`config.mk`:
```
export PLATFORM = sky130hd
export DESIGN_NAME = lsu_mem_initiator
export DESIGN_NICKNAME = d
export VERILOG_FILES = /design/src/rtl/lsu_pkg.sv /design/src/rtl/lsu_latency_counter.sv /design/src/rtl/lsu_mem_initiator.sv
export SDC_FILE = /design/constraint.sdc
export NUM_CORES = 1
export LEC_CHECK = 0
export CELL_PAD_IN_SITES_DETAIL_PLACEMENT = 1
export CELL_PAD_IN_SITES_GLOBAL_PLACEMENT = 2
export CORE_UTILIZATION = 23
export DETAILED_ROUTE_END_ITERATION = 8
export PLACE_DENSITY = 0.82
export RECOVER_POWER = 25
export SLEW_MARGIN = 20
export SYNTH_ARGS = -nofsm -noshare
export SYNTH_HDL_FRONTEND = slang
export SYNTH_SLANG_ARGS = --single-unit
```
`constraint.sdc`:
```
create_clock -name clk -period 2.95 [get_ports clk]
set_clock_uncertainty 0.15 [all_clocks]
set_input_delay 0.59 -clock clk [delete_from_list [all_inputs] [get_ports clk]]
set_output_delay 0.59 -clock clk [all_outputs]
set_load 0.1 [all_outputs]
```
`src/rtl/lsu_pkg.sv`:
```
// lsu_pkg: shared types and helpers for the load/store memory initiator.
//   lsu_state_e  : initiator FSM states (IDLE, ACCESS, RESP).
//   DWORD_BYTES  : bytes per memory word (one doubleword).
//   ALIGN_BITS   : low address bits that must be zero for a doubleword access.
//   addr_legal() : 1 when an address is doubleword aligned and inside memory.
package lsu_pkg;

  typedef enum logic [1:0] {
    IDLE   = 2'd0,
    ACCESS = 2'd1,
    RESP   = 2'd2
  } lsu_state_e;

  localparam int unsigned DWORD_BYTES = 8;
  localparam int unsigned ALIGN_BITS  = 3;

  function automatic logic addr_legal(input logic [63:0] addr,
                                      input logic [63:0] mem_bytes);
    return (addr[ALIGN_BITS-1:0] == '0) && (addr < mem_bytes);
  endfunction

endpackage

```
`src/rtl/lsu_latency_counter.sv`:
```
// lsu_latency_counter: measures the fixed memory access window.
//   clk, rst_n : clock, asynchronous active-low reset.
//   i_load     : restart the window (count returns to 0).
//   i_count    : advance while the access is in progress.
//   o_done     : high in the last cycle of the window (count == MEM_LATENCY-1).
// MEM_LATENCY must lie in 1..15 so the count fits in four bits.
module lsu_latency_counter #(
  parameter int unsigned MEM_LATENCY = 2
) (
  input  logic clk,
  input  logic rst_n,
  input  logic i_load,
  input  logic i_count,
  output logic o_done
);

  localparam int unsigned CNT_W = 4;
  localparam logic [CNT_W-1:0] LAST = CNT_W'(MEM_LATENCY - 1);

  logic [CNT_W-1:0] r_count;

  // NOTE: sequential state uses non-blocking assignments so every register
  // samples its inputs from the same clock edge, independent of block order.
  always_ff @(posedge clk or negedge rst_n) begin
    if (!rst_n) begin
      r_count <= '0;
    end else if (i_load) begin
      r_count <= '0;
    end else if (i_count && !o_done) begin
      r_count <= r_count + 1'b1;
    end
  end

  assign o_done = (r_count == LAST);

endmodule

```
`src/rtl/lsu_mem_initiator.sv`:
```
// lsu_mem_initiator: LDUR/STUR initiator between the memory stage and the
// doubleword data memory. One request is outstanding at a time.
//   clk, rst_n                 : clock, asynchronous active-low reset.
//   i_req_valid / o_req_ready  : request handshake (accepted in IDLE only).
//   i_req_write                : 1 = store, 0 = load.
//   i_req_address, i_req_wdata : byte address and store data.
//   o_rsp_valid / i_rsp_ready  : response handshake.
//   o_rsp_rdata, o_rsp_fault   : load data (0 for stores/faults) and fault flag.
//   o_mem_address, o_mem_wdata : memory address/data, held outside ACCESS.
//   o_mem_read, o_mem_write    : memory strobes, high only during ACCESS.
//   i_mem_rdata                : memory read data.
module lsu_mem_initiator
  import lsu_pkg::*;
#(
  parameter int unsigned ADDR_W      = 64,
  parameter int unsigned DATA_W      = 64,
  parameter int unsigned MEM_BYTES   = 128,
  parameter int unsigned MEM_LATENCY = 2
) (
  input  logic              clk,
  input  logic              rst_n,
  input  logic              i_req_valid,
  output logic              o_req_ready,
  input  logic              i_req_write,
  input  logic [ADDR_W-1:0] i_req_address,
  input  logic [DATA_W-1:0] i_req_wdata,
  output logic              o_rsp_valid,
  input  logic              i_rsp_ready,
  output logic [DATA_W-1:0] o_rsp_rdata,
  output logic              o_rsp_fault,
  output logic [ADDR_W-1:0] o_mem_address,
  output logic [DATA_W-1:0] o_mem_wdata,
  output logic              o_mem_read,
  output logic              o_mem_write,
  input  logic [DATA_W-1:0] i_mem_rdata
);

  lsu_state_e        r_state;
  lsu_state_e        w_state_next;
  logic              r_write;
  logic [ADDR_W-1:0] r_mem_address;
  logic [DATA_W-1:0] r_mem_wdata;
  logic [DATA_W-1:0] r_rsp_rdata;
  logic              r_rsp_fault;

  logic w_accept;
  logic w_legal;
  logic w_in_access;
  logic w_done;

  assign w_accept    = (r_state == IDLE) && i_req_valid;
  assign w_legal     = addr_legal(64'(i_req_address), 64'(MEM_BYTES));
  assign w_in_access = (r_state == ACCESS);

  lsu_latency_counter #(
    .MEM_LATENCY (MEM_LATENCY)
  ) u_latency_counter (
    .clk     (clk),
    .rst_n   (rst_n),
    .i_load  (w_accept),
    .i_count (w_in_access),
    .o_done  (w_done)
  );

  always_ff @(posedge clk or negedge rst_n) begin
    if (!rst_n) begin
      r_state <= IDLE;
    end else begin
      r_state <= w_state_next;
    end
  end

  // Strobes and handshake flags decode straight from the state register, so
  // an asynchronous reset in the middle of an access drops them at once.
  // NOTE: every signal written here gets a default first; a path that leaves
  // one unassigned would infer a latch.
  always_comb begin
    w_state_next = r_state;
    o_req_ready  = 1'b0;
    o_rsp_valid  = 1'b0;
    o_mem_read   = 1'b0;
    o_mem_write  = 1'b0;
    unique case (r_state)
      IDLE: begin
        o_req_ready = 1'b1;
        if (i_req_valid) w_state_next = w_legal ? ACCESS : RESP;
      end
      ACCESS: begin
        o_mem_read  = !r_write;
        o_mem_write = r_write;
        if (w_done) w_state_next = RESP;
      end
      RESP: begin
        o_rsp_valid = 1'b1;
        if (i_rsp_ready) w_state_next = IDLE;
      end
      default: w_state_next = IDLE;
    endcase
  end

  // Memory-facing registers load only for legal requests, so a faulted request
  // leaves the address/data lines exactly as the last real access left them.
  always_ff @(posedge clk or negedge rst_n) begin
    if (!rst_n) begin
      r_write       <= 1'b0;
      r_mem_address <= '0;
      r_mem_wdata   <= '0;
      r_rsp_rdata   <= '0;
      r_rsp_fault   <= 1'b0;
    end else if (w_accept) begin
      r_rsp_rdata <= '0;
      r_rsp_fault <= !w_legal;
      if (w_legal) begin
        r_write       <= i_req_write;
        r_mem_address <= i_req_address;
        r_mem_wdata   <= i_req_wdata;
      end
    end else if (w_in_access && w_done && !r_write) begin
      r_rsp_rdata <= i_mem_rdata;
    end
  end

  assign o_mem_address = r_mem_address;
  assign o_mem_wdata   = r_mem_wdata;
  assign o_rsp_rdata   = r_rsp_rdata;
  assign o_rsp_fault   = r_rsp_fault;

endmodule
```
==> metrics, run 1 <==
full die area=33200 um2; Clock Tree Root=clkbuf_16; input/output buffers=393; dpl cell area=11600 um2; crit path max-delay cell type=clkdlybuf4s50_1; FF-to-FF setup slack=0.65 ns; Worst-path clk slew=0.08 ns; cts bufs inserted=17; Final period util=0.842; Core Area=31700 um2; H-tree level count=4; IO Pins=394; layout cell share with drive strength beyond 1=0.294; number of flops mapped to enable cells by yosys=0; GR Util met2=0.237; crit path launch=i_req_address[40]; Pwr Density=467 nW/um2; GRT Util Overall=0.146; worst setup path class=in -> reg; most used cell, CP=buf_12; fin cells=~1400; hold path startpoint=o_mem_wdata[39]$_DFFE_PN0P_; min Tclk post-route=2.49 ns; Hold Fails Final Rpt=0; nets@finish=1211; Critical Path AT=between 2 and 3 ns; slowest stage delay, CP=approximately 0.40 ns; Comb pwr share=0.074; drt initial violations=approximately 130; Layout area overhead=63.6%; outcome=finished clean; post-synth top area share=0.670; Synth top cells by count=dfrtp_1 (200), nand2_1 (129), o21ai_0 (64), nor2b_1 (62), mux2_2 (42); CTS tree=done; number of vias per cell=about 4.2; Congestion Overflow GR=0; # fillers=around 3500; Post-Synthesis Cell Area=7470 um2; Leakage=around 6 nW; Clock Latency Late Sink=0.45 ns; setup tns final=0 ns; Synth Instances=608; max cap viols=0; met3 usage=0.0623; path depth of the worst reg2reg path=7; synthesized area per cell=12.3 um2; Pins Over Slew Limit=0; setup repair bufs after CTS=0; sequential share of the synthesized area=0.670; number of global-route vias before repair=6481; Crit path required time=3.13 ns; Switch Pwr=1.39 mW; worst-path fanout max=16; final WL=23400 um; die width=between 150 and 200 um; post-DP HPWL=17500 um; antenna violations before repair=0; final RePlAce weighted congestion=between 0.7 and 0.8; TritonRoute pass-1 iters=4; vias=roughly 6000; most frequent cell after synthesis=dfrtp_1; fin worst setup slack=0.465 ns; Die Span Y=182 um; CTS max path bufs=2; top cells by area, synth=dfrtp_1 (67%), nand2_1 (6.5%), mux2_2 (6.3%), nor2b_1 (5.2%), o21ai_0 (4.3%); Setup Viol. Count Final=0; RSZ-0062 raised after global routing=no; ys flop type=dfrtp_1; WL/cell=16.4 um; critical path endpoint category=flop; Hold WC Path Type=reg -> reg; worst-margin pin slew=0.935 ns; switch share=0.244; post-route design area=12200 um2; CP startpoint kind=input port; Post-Place Setup Slack=-0.0298 ns; DRT antenna net count=0; reg-to-reg critical path endpoint=o_rsp_rdata[30]$_DFFE_PN0P_; Cell Count Post-Placement=between 1000 and 1500; synthesis-stage register bit count=200; largest area contributor in the netlist=dfrtp_1; Slew headroom=0.377; gr busiest metal=met2; Final Util=0.385; worst hold path cell count=1; Synth Net Count=807; RR Startpoint=u_latency_counter.r_count[1]$_DFFE_PN0P_; Fmax=0.402 GHz; Hold Path End=o_mem_wdata[39]$_DFFE_PN0P_; Clk pwr share=0.445; total power=5.70 mW; hold slack=0.340 ns; Starting Density=0.236; num rows=65; Global Route met1 Usage=0.174; number of diodes=0; worst vdd ir=367 uV; largest net degree at the start of global routing=129; crit path cell chain=clkdlybuf4s50_1, nor4_1, nand4_1, nor4_4, buf_12, buf_12, mux2_2; Post-route DRC=0; internal power=4.31 mW; Synth cell types=29; first-pass GRT wire length=37400 um; ys async rst share=1.00; Sequential Power Share=0.481; yosys warns=0; clk sink count=200
## how the worst max path moves through the flow
stage / slack [ns] / depth (start not counted) / end
CTS: 0.47 / 7 / o_mem_address[4]$_DFFE_PN0P_
global placement: -0.003 / 7 / o_mem_wdata[3]$_DFFE_PN0P_
global route: 0.36 / 7 / o_mem_wdata[56]$_DFFE_PN0P_
finish: 0.46 / 7 / o_mem_wdata[3]$_DFFE_PN0P_
floorplan: 0.07 / 5 / o_rsp_rdata[57]$_DFFE_PN0P_
detailed placement: -0.03 / 7 / o_mem_wdata[55]$_DFFE_PN0P_
## cells in the final DEF, fill, tap and decap left out, types with 2 or more instances in the layout
master	netlist	routed
clkinv_8	0	6
nor2_1	8	8
and2_1	2	2
nor2b_1	62	62
nor4_1	15	15
nand4_1	5	5
ha_1	2	2
mux2_2	42	42
bufinv_16	0	2
inv_6	0	3
clkinv_4	0	2
nand2_1	129	128
clkbuf_2	0	3
buf_12	0	9
xor2_1	2	2
dfrtp_1	200	200
inv_1	2	2
o21ai_0	64	64
nand3_1	2	2
buf_4	0	209
clkdlybuf4s50_1	0	195
clkbuf_16	0	17
mux2_1	28	28
## flip-flops by register name, indices dropped and copies added (netlist names)
register / cells
r_write: 1
o_mem_address: 64
o_rsp_rdata: 64
r_state: 2
u_latency_counter.r_count: 4
o_mem_wdata: 64
o_rsp_fault: 1
## worst max-delay path, delay by kind of cell
kind | cells | cell delay [ns]
muxes | 1 | 0.35
and+or+nand+nor | 3 | 0.96
buffers and inverters | 3 | 0.75
## final cells by class
class	count	area, um2	area share
well taps	402	503	0.0412
clock inverters	15	229	0.0187
flip-flops and latches	200	5000	0.410
inverters	2	7.51	0.000614
multi-input cells	372	2310	0.189
clock buffers	17	425	0.0348
repair buffers	419	3740	0.306
## logic make-up after synthesis
| logic type | share of synthesized area |
|---|---|
| adder cells (fa/ha/maj) | 0.00335 |
| AO/OA/AOI/OAI | 0.0457 |
| XOR/XNOR | 0.00352 |
| buffers and inverters | 0.0236 |
| multiplexers | 0.106 |
| AND/OR/NAND/NOR | 0.148 |
| flip-flops | 0.670 |
## layer usage
metal  wire (um)  up-vias  part of all wire
met5           0        -                 0
met4         365        0             0.016
met3        2320       21             0.099
met2       11100      259              0.47
met1        9640     2960              0.41
li1            -     2824                 -
## power groups by stage
stage | registers (mW) | clock network, mW | logic, mW
final | 2.74 | 2.54 | 0.419
after global routing | 2.75 | 2.73 | 0.455
after CTS | 2.74 | 2.64 | 0.438
after detailed placement | 2.80 | 0 | 0.435
after global placement | 2.80 | 0 | 0.433
after floorplan | 2.80 | 0 | 0.0675
## timing repair
item,4_1_cts,5_1_grt
hold endpoints to repair,5,0
hold buffers,1,0
gates resized for setup,0,0
(Power assumes the default switching activity.)
==> inputs of run 2 (changes only) <==
- clock period: 2.95 -> 2.31 ns (I/O delays scaled with it)
==> run 2 against run 1 <==
Against the previous run:
- the run now ends with setup timing left
- via count up 0.26%
- first-iteration DRC count up 86%
- routed wire length up 3.7%
- clock power up 15%
==> metrics, run 2 (synthesis gave the netlist of run 1 again) <==
outcome=finished, violations left (was finished clean); failing checks=setup timing; Worst-path clk slew=0.07 ns (was 0.08 ns); largest net degree at the start of global routing=65 (was 129); Congestion Overflow GR=0 (unchanged); hold slack=0.341 ns (was 0.340 ns); clk sink count=200 (unchanged); crit path max-delay cell type=clkdlybuf4s50_1 (unchanged); RR Startpoint=r_state[1]$_DFFE_PN0P_ (was u_latency_counter.r_count[1]$_DFFE_PN0P_); worst vdd ir=462 uV (was 367 uV); delay-heaviest family, CP=simple AND/OR/NAND/NOR gates (unchanged); antenna violations before repair=0 (unchanged); final RePlAce weighted congestion=0.829 (was 0.717); FF-to-FF setup slack=0.08 ns (was 0.65 ns); Switch Pwr=1.71 mW (was 1.39 mW); worst setup path class=in -> reg (unchanged); worst-path fanout max=22 (was 16); Leakage=6.10 nW (was 6.03 nW); worst hold path cell count=1 (unchanged); Pwr Density=565 nW/um2 (was 467 nW/um2); post-route design area=12400 um2 (was 12200 um2); CTS max path bufs=2 (unchanged); slowest stage delay, CP=0.46 ns (was 0.40 ns); full die area=33200 um2 (unchanged); Post-route DRC=0 (unchanged); hold path startpoint=o_mem_address[5]$_DFFE_PN0P_ (was o_mem_wdata[39]$_DFFE_PN0P_); Layout area overhead=66.6% (was 63.6%); cell depth of the worst setup path=7 (unchanged); reg-to-reg critical path endpoint=o_mem_wdata[56]$_DFFE_PN0P_ (was o_rsp_rdata[30]$_DFFE_PN0P_); fin worst setup slack=-0.0409 ns (was 0.465 ns); Clock Latency Late Sink=0.44 ns (was 0.45 ns); internal power=5.31 mW (was 4.31 mW); Hold Fails Final Rpt=0 (unchanged); number of vias per cell=4.23 (was 4.25); num rows=65 (unchanged); Setup Viol. Count Final=50 (was 0); worst-margin pin slew=1.48 ns (was 0.935 ns); Critical Path AT=2.52 ns (was 2.67 ns); path depth of the worst reg2reg path=6 (was 7); min Tclk post-route=2.35 ns; Crit path required time=2.48 ns (was 3.13 ns); GRT Util Overall=0.149 (was 0.146); RSZ-0062 raised after global routing=yes (was no); WL/cell=16.9 um (was 16.4 um); IO Pins=394 (unchanged); Final period util=1.02; most frequent cells in the layout=buf_4 (212), dfrtp_1 (200), clkdlybuf4s50_1 (194) (was buf_4 (209), dfrtp_1 (200), clkdlybuf4s50_1 (195)); Hold Path End=o_mem_address[5]$_DFFE_PN0P_ (was o_mem_wdata[39]$_DFFE_PN0P_); input/output buffers=393 (unchanged); crit path cell chain=clkdlybuf4s50_1, nor4_4, nand4_1, nor4_4, buf_12, buf_12, mux2_1 (was clkdlybuf4s50_1, nor4_1, nand4_1, nor4_4, buf_12, buf_12, mux2_2); dpl cell area=11800 um2 (was 11600 um2); H-tree level count=4 (unchanged); Die Span Y=182 um (unchanged); cts bufs inserted=17 (unchanged); DRT antenna net count=0 (unchanged); TritonRoute pass-1 iters=4 (unchanged); Core Area=31700 um2 (unchanged); max cap viols=0 (unchanged); Post-Place Setup Slack=-0.686 ns (was -0.0298 ns); Slew headroom=0.0103 (was 0.377); commonest non-fill, non-tap cell in the layout=buf_4 (unchanged); Starting Density=0.236 (unchanged); Hold WC Path Type=reg -> reg (unchanged); number of diodes=0 (unchanged); first-pass GRT wire length=38000 um (was 37400 um); nets@finish=1222 (was 1211); WP buf/inv=3 (unchanged); Sequential Power Share=0.499 (was 0.481); CTS tree=done (unchanged); die width=182 um (unchanged); Comb pwr share=0.085 (was 0.074); Final Util=0.392 (was 0.385); # fillers=3448 (was 3479); Clock Tree Root=clkbuf_16 (unchanged); Fmax=0.425 GHz; layout cell share with drive strength beyond 1=0.318 (was 0.294); final WL=24300 um (was 23400 um); drt initial violations=233 (was 125); post-DP HPWL=18400 um (was 17500 um); Pins Over Slew Limit=0 (unchanged); number of global-route vias before repair=6614 (was 6481); switch share=0.244 (about the same); total power=7.03 mW (was 5.70 mW); CP startpoint kind=input port (unchanged); critical path endpoint category=flop (unchanged); vias=6080 (was 6064); Clk pwr share=0.416 (was 0.445)
run 2: cell types whose count changed in the layout (fill, tap and decap cells not counted), moves of 3 or more:
cell and delta:
buf_12 +8, buf_4 +3, clkbuf_2 -3, clkbuf_4 +3, clkinv_8 -5, inv_8 +3, nor4_1 -12, nor4_2 +9
nor4_4 +3
run 2: repair_timing:
item / CTS / global route
hold buffers: 1 / 0
hold endpoints to repair: 44 / 0
gates resized for setup: 11 / 9
setup endpoints to repair: 115 / 105
pin swaps: 3 / 3
setup buffers: 1 / 0
run 2: how the worst max path moves through the flow:
| stage | slack (ns) | start | endpoint |
|---|---|---|---|
| after floorplan | -0.01 | r_state[0]$_DFFE_PN0P_ | o_rsp_rdata[57]$_DFFE_PN0P_ |
| after global placement | -0.70 | i_req_address[40] | o_mem_wdata[34]$_DFFE_PN0P_ |
| after detailed placement | -0.69 | i_req_address[40] | o_mem_wdata[56]$_DFFE_PN0P_ |
| after CTS | -0.01 | i_req_address[25] | o_mem_wdata[56]$_DFFE_PN0P_ |
| after global routing | -0.08 | i_req_address[49] | o_mem_wdata[56]$_DFFE_PN0P_ |
| final | -0.04 | i_req_address[37] | o_mem_wdata[56]$_DFFE_PN0P_ |
run 2: layout make-up:
type,instances,area (um2),area share
multi-input combinational,372,2430,0.195
sequential,200,5000,0.402
timing repair buffer,430,3930,0.316
inverter,2,7.51,0.000603
tap,402,503,0.0404
clock buffer,18,439,0.0353
clock inverter,14,131,0.0106
run 2: worst reg2reg max path: stages, from the launching register on:
cell	delay, ns
dfrtp_1	0.45
nor3b_2	0.26
nand4_1	0.17
nor4_4	0.36
buf_12	0.18
buf_12	0.18
mux2_1	0.36
run 2: stage by stage:
| stage | setup TNS [ns] | instances |
|---|---|---|
| after CTS | -0.0247 | 1438 |
| after detailed placement | -76.68 | 1404 |
| after floorplan | -0.511 | 608 |
| after global placement | -80.45 | 1404 |
| final | -0.773 | 1438 |
| after global routing | -4.92 | 1438 |
run 2: power groups by stage:
| stage | logic (mW) | clock network [mW] | registers [mW] |
|---|---|---|---|
| after floorplan | 0.0873 | 0 | 3.58 |
| after global placement | 0.588 | 0 | 3.58 |
| after detailed placement | 0.589 | 0 | 3.58 |
| after CTS | 0.600 | 3.06 | 3.51 |
| after global routing | 0.640 | 3.19 | 3.51 |
| final | 0.596 | 2.93 | 3.51 |
run 2: metal layers:
layer	up-vias	part of all wire	GRT usage
met2	266	0.47	0.240
li1	2846	-	-
met1	2944	0.42	0.181
met4	0	0.015	0.0457
met3	24	0.093	0.0615
met5	-	0	0
